[src/rtl/rpn_engine.sv]
// RPN evaluator driving a LIFO stack: pushes operands, pops two per operator,
// computes the result and pushes it back while reporting results and errors.
module rpn_engine #(
    parameter int WIDTH = 4,
    parameter int DEPTH = 8
) (
    input  logic                       Clk,
    input  logic                       RstN,
    input  logic                       Tok_Valid,
    output logic                       Tok_Ready,
    input  logic [2:0]                 Tok_Op,
    input  logic [WIDTH-1:0]           Tok_Data,
    output logic                       Stk_Push,
    output logic                       Stk_Pop,
    output logic [WIDTH-1:0]           Stk_Data,
    input  logic [WIDTH-1:0]           Stk_Q,
    input  logic                       Stk_Full,
    input  logic                       Stk_NotEmpty,
    output logic                       Res_Valid,
    output logic [WIDTH-1:0]           Res_Data,
    output logic                       Err,
    output logic [1:0]                 Err_Code,
    output logic [$clog2(DEPTH+1)-1:0] Depth
);
    localparam int DW = $clog2(DEPTH+1);

    localparam logic [2:0] S_IDLE  = 3'd0;
    localparam logic [2:0] S_PUSH  = 3'd1;
    localparam logic [2:0] S_POPB  = 3'd2;
    localparam logic [2:0] S_POPA  = 3'd3;
    localparam logic [2:0] S_WAITA = 3'd4;
    localparam logic [2:0] S_PUSHR = 3'd5;

    localparam logic [2:0] OP_PUSH = 3'b000;
    localparam logic [2:0] OP_ADD  = 3'b001;
    localparam logic [2:0] OP_SUB  = 3'b010;
    localparam logic [2:0] OP_AND  = 3'b011;
    localparam logic [2:0] OP_OR   = 3'b100;
    localparam logic [2:0] OP_XOR  = 3'b101;

    logic [2:0]       state_q, state_d;
    logic [DW-1:0]    depth_q, depth_d;
    logic [WIDTH-1:0] sdata_q, sdata_d;
    logic [WIDTH-1:0] res_q,   res_d;
    logic [WIDTH-1:0] b_q,     b_d;
    logic [2:0]       op_q,    op_d;
    logic [1:0]       code_q,  code_d;
    logic             err_q,   err_d;
    logic [WIDTH-1:0] alu_r;

    // Occupancy is tracked locally; the stack's empty flag is not needed.
    logic unused_notempty;
    assign unused_notempty = Stk_NotEmpty;

    // Stk_Q carries A (the deeper operand) during WAITA.
    always_comb begin
        case (op_q)
            OP_ADD:  alu_r = Stk_Q + b_q;
            OP_SUB:  alu_r = Stk_Q - b_q;
            OP_AND:  alu_r = Stk_Q & b_q;
            OP_OR:   alu_r = Stk_Q | b_q;
            OP_XOR:  alu_r = Stk_Q ^ b_q;
            default: alu_r = '0;
        endcase
    end

    always_comb begin
        state_d = state_q;
        depth_d = depth_q;
        sdata_d = sdata_q;
        res_d   = res_q;
        b_d     = b_q;
        op_d    = op_q;
        code_d  = code_q;
        err_d   = 1'b0;
        case (state_q)
            S_IDLE: begin
                if (Tok_Valid) begin
                    if (Tok_Op == OP_PUSH) begin
                        if (depth_q < DW'(DEPTH) && !Stk_Full) begin
                            sdata_d = Tok_Data;
                            state_d = S_PUSH;
                        end else begin
                            err_d  = 1'b1;
                            code_d = 2'b10;
                        end
                    end else if (Tok_Op[2:1] == 2'b11) begin
                        err_d  = 1'b1;
                        code_d = 2'b11;
                    end else if (depth_q >= DW'(2)) begin
                        op_d    = Tok_Op;
                        state_d = S_POPB;
                    end else begin
                        err_d  = 1'b1;
                        code_d = 2'b01;
                    end
                end
            end
            S_PUSH: begin
                depth_d = depth_q + DW'(1);
                state_d = S_IDLE;
            end
            S_POPB:  state_d = S_POPA;
            S_POPA: begin
                b_d     = Stk_Q;
                state_d = S_WAITA;
            end
            S_WAITA: begin
                sdata_d = alu_r;
                res_d   = alu_r;
                state_d = S_PUSHR;
            end
            S_PUSHR: begin
                depth_d = depth_q - DW'(1);
                state_d = S_IDLE;
            end
            default: state_d = S_IDLE;
        endcase
    end

    always_ff @(posedge Clk) begin
        if (!RstN) begin
            state_q <= S_IDLE;
            depth_q <= '0;
            sdata_q <= '0;
            res_q   <= '0;
            b_q     <= '0;
            op_q    <= '0;
            code_q  <= '0;
            err_q   <= 1'b0;
        end else begin
            state_q <= state_d;
            depth_q <= depth_d;
            sdata_q <= sdata_d;
            res_q   <= res_d;
            b_q     <= b_d;
            op_q    <= op_d;
            code_q  <= code_d;
            err_q   <= err_d;
        end
    end

    assign Tok_Ready = RstN && (state_q == S_IDLE);
    assign Stk_Push  = RstN && (state_q == S_PUSH || state_q == S_PUSHR);
    assign Stk_Pop   = RstN && (state_q == S_POPB || state_q == S_POPA);
    assign Res_Valid = RstN && (state_q == S_PUSHR);
    assign Stk_Data  = sdata_q;
    assign Res_Data  = res_q;
    assign Err       = err_q;
    assign Err_Code  = code_q;
    assign Depth     = depth_q;
endmodule

[config.mk]
export PLATFORM = sky130hd
export DESIGN_NAME = rpn_engine
export DESIGN_NICKNAME = d
export VERILOG_FILES = /design/src/rtl/rpn_engine.sv
export SDC_FILE = /design/constraint.sdc
export NUM_CORES = 1
export LEC_CHECK = 0
export CAP_MARGIN = 15
export CORE_MARGIN = 3
export CORE_UTILIZATION = 32
export DETAILED_ROUTE_END_ITERATION = 8
export PLACE_DENSITY_LB_ADDON = 0.05
export SLEW_MARGIN = 10
export SYNTH_ARGS = -nofsm -noshare
export SYNTH_HDL_FRONTEND = slang
export SYNTH_SLANG_ARGS = --single-unit
[constraint.sdc]
create_clock -name Clk -period 3.1 [get_ports Clk]
set_clock_uncertainty 0.05 [all_clocks]
set_input_delay 0.62 -clock Clk [delete_from_list [all_inputs] [get_ports Clk]]
set_output_delay 0.62 -clock Clk [all_outputs]
set_load 0.02 [all_outputs]
==> results.txt <==
----------------------------------------------------
[Floorplanning]
  Horiz. Die Dim ... 76.1 microns
  DIE AREA ... 0.00579 sq mm
  Vertical extent of the die ... 76.1 microns
  Row count ... 24
  Core outline area ... 0.00453 sq mm
  Number of top-level pins ... 35
  Initial cell density of the core ... 34.7%

[Route]
  First-pass iteration count of the detailed router ... 6
  Total number of vias ... 1335
  Final WL ... 3.37 mm
  Antenna-violating nets left ... 0
  Met3 wire length ... 185 microns
  DRC Markers ... 0
  Met2 Wirelength ... 1.52 mm
  Avg WL per Cell ... 11.8 microns
  Per-cell via count in the routed design ... 4.65
  M1 wire length ... 1.65 mm
  DRC violation total after the first TritonRoute iteration ... 74
  Highest metal layer with signal wires ... met4

[Worst setup path]
  Number of cells on the worst reg-to-reg path ... 10
  Worst endpoint required time ... 2430 ps
  Origin of the critical flop-to-flop path ... op_q[1]
  Worst Path Arrival ... 2090 ps
  Critical path type ... input port to output port
  Setup slack on the worst flop-to-flop path ... 530 ps
  Type of origin of the critical path ... input port
  Crit Path Max Fanout ... 8
  Terminus of the critical flop-to-flop path ... Stk_Data[3]
  Capturing element type of the critical path ... output port

[Layout]
  Antenna diode instance count ... 0
  Fin area ... 0.00200 sq mm
  Nets ... 255
  Count of filler cells inserted in the layout ... 461
  Most used cells in the layout excluding fill and tap cells ... 33 x clkdlybuf4s50_1, 26 x nor2_1, 25 x dfxtp_1
  Synthesis-to-layout area growth ... 27.1%
  Area of the multi-input gates ... 967 sq um
  Area of all sequential standard cells ... 500 sq um
  Most common library cell in the layout ignoring fill and taps ... clkdlybuf4s50_1
  Layout cells sized above 1 ... 5.86%

[Clocking]
  CTS clock-pin slew for the worst setup and hold paths ... 100 ps
  Hold bufs inserted after CTS ... 0
  Number of buffers created by CTS ... 3
  Post-CTS Setup Inserts ... 0
  Count of instances resized after the clock tree is built ... 0
  Number of sinks on the clock net ... 25
  Clock latency on the worst-skew pair ... 270 ps
  Level count of the clock H-tree ... 1
  CTS tree ... done
  Root buffer selected by CTS ... clkbuf_8
  Longest Clk Path Bufs ... 2

[Synth]
  Area share of the largest cell type after synthesis ... 31.8%
  Top cells by area in the synthesized netlist ... dfxtp_1 32%, ha_1 11%, nor2_1 6.2%
  Sequential cell area fraction in the yosys report ... 31.8%
  Seq cells post-synth ... 25
  Post-Syn Instances ... 193
  Number of warnings reported in the yosys synthesis log ... 0
  Unique cell type count in the Yosys netlist ... 36
  Total nets after synthesis ... 225
  Synthesized area per cell ... 8.15 sq um
  Yosys top cell by area ... dfxtp_1
  Mapped cell area ... 0.00157 sq mm

[Run]
  Number of maximum-capacitance constraint violations ... 0

[Timing]
  Slew @ Worst Pin ... 435 ps
  Final setup viols ... 0
  Final Hold Viols ... 0
  Max-slew violation count ... 0
  Shortest period the worst path allows ... 2760 ps
  Setup repair after global routing missed its margin ... no
  Post-route fraction of the period consumed by the critical path ... 89.0%
  Peak clock frequency supported by timing ... 363 MHz
  Worst Hold Margin ... 410 ps
  Post-Route Setup TNS ... 0 ps
  Max transition margin ... 70.8%

[Pwr]
  Largest voltage drop on the vdd net ... 168 uV
  Leak Pwr ... 0.802 nW
  Total power per unit cell area ... 303 mW/mm^2

[Min path]
  Class of the tightest hold or removal check ... register to register
  Number of stages on the worst hold path ... 2
  Hold Crit Start ... Res_Data[2]
  Min-Delay Endpoint ... Res_Data[2]

[GRT]
  Total overflow reported by the global router ... 0
  Number of global-route vias before repair ... 1203
  Tot GR Track Use ... 11.7%
  Pin count of the biggest net entering global routing ... 21
  Global-route wire length before repair ... 5.70 mm
  Number of antenna violations at the first check in global routing ... 0

[Place]
  Number of I/O port buffers ... 33
  Placer's final routability congestion estimate ... 0.808
  Placement Cell Area ... 0.00195 sq mm
  Detailed-placement wirelength estimate ... 2.62 mm

[Status]
  Result of the run ... complete, no violations

----------------------------------------------------
## sequential cells by signal, summed over array words and instances (netlist names)
signal	flops
Err	1
state_q	3
Depth	4
Err_Code	2
b_q	4
Stk_Data	4
op_q	3
Res_Data	4
## power by group
part	internal, mW	switching [mW]	total [mW]
clock	0.0912	0.110	0.201
combinational	0.0388	0.0372	0.0759
sequential	0.326	0.00322	0.329
## worst max path at each step
stage,from,to,slack (ps),cells after the start
after floorplan,op_q[2],Stk_Data[3],800,11
after global placement,RstN,Res_Valid,330,4
after detailed placement,RstN,Res_Valid,330,4
after CTS,RstN,Res_Valid,330,4
after global routing,op_q[1],Stk_Data[3],190,10
final,RstN,Res_Valid,340,4
## metal layers
metal  vias to the layer above  global-route usage [%]
met1                       597                    15.9
met4                         0                    2.72
met3                         2                    2.96
met5                         -                       0
li1                        708                       -
met2                        28                    18.6
## layout make-up
type | count | share of cell area, %
Multi-Input combinational cell | 144 | 48.4
Sequential cell | 25 | 25.0
Timing Repair Buffer | 36 | 17.6
Tap cell | 65 | 4.07
Inverter | 13 | 2.44
Clock buffer | 3 | 2.07
Clock inverter | 1 | 0.375
## cell families after synthesis
kind of cell / Yosys count / share of synthesized area [%]
xor+xnor: 9 / 5.01
flops: 25 / 31.8
buf+inv: 24 / 6.68
compound gates: 39 / 16.4
mux: 7 / 4.53
fa+ha+maj: 16 / 13.7
simple gates: 73 / 21.9
## through the flow
stage	util, %	worst slack [ps]	instances	power (mW)
after floorplan	-	796	193	0.375
after global placement	43.0	330	283	0.413
after detailed placement	43.0	334	283	0.413
after CTS	44.1	325	287	0.618
after global routing	44.1	191	287	0.636
final	44.1	342	287	0.606
## synth_stat cells
master,number
xnor2_1,6
o21bai_2,1
nor3_2,1
inv_1,13
a22oi_1,2
fa_1,2
mux2_2,1
xor2_1,3
nor2b_1,2
a22o_1,2
or3b_1,1
buf_4,1
buf_6,1
a21o_1,1
a31oi_1,5
buf_2,3
a211oi_2,2
o221a_1,1
nor3b_1,4
dfxtp_1,25
mux2i_1,6
nand2b_1,1
a211oi_1,1
o21ai_0,10
ha_1,14
a311oi_1,1
nand3b_1,1
clkbuf_1,6
nor3_1,8
a21oi_1,11
or3_1,2
nand2_1,24
a211o_1,2
nor2_1,26
nor3_4,1
and2_1,2
## worst max-delay path, stage by stage
cell and delay (ps):
clkdlybuf4s50_1 610, inv_1 130, nor2_1 120, clkdlybuf4s50_1 610
Power figures use the tool's default switching activity.
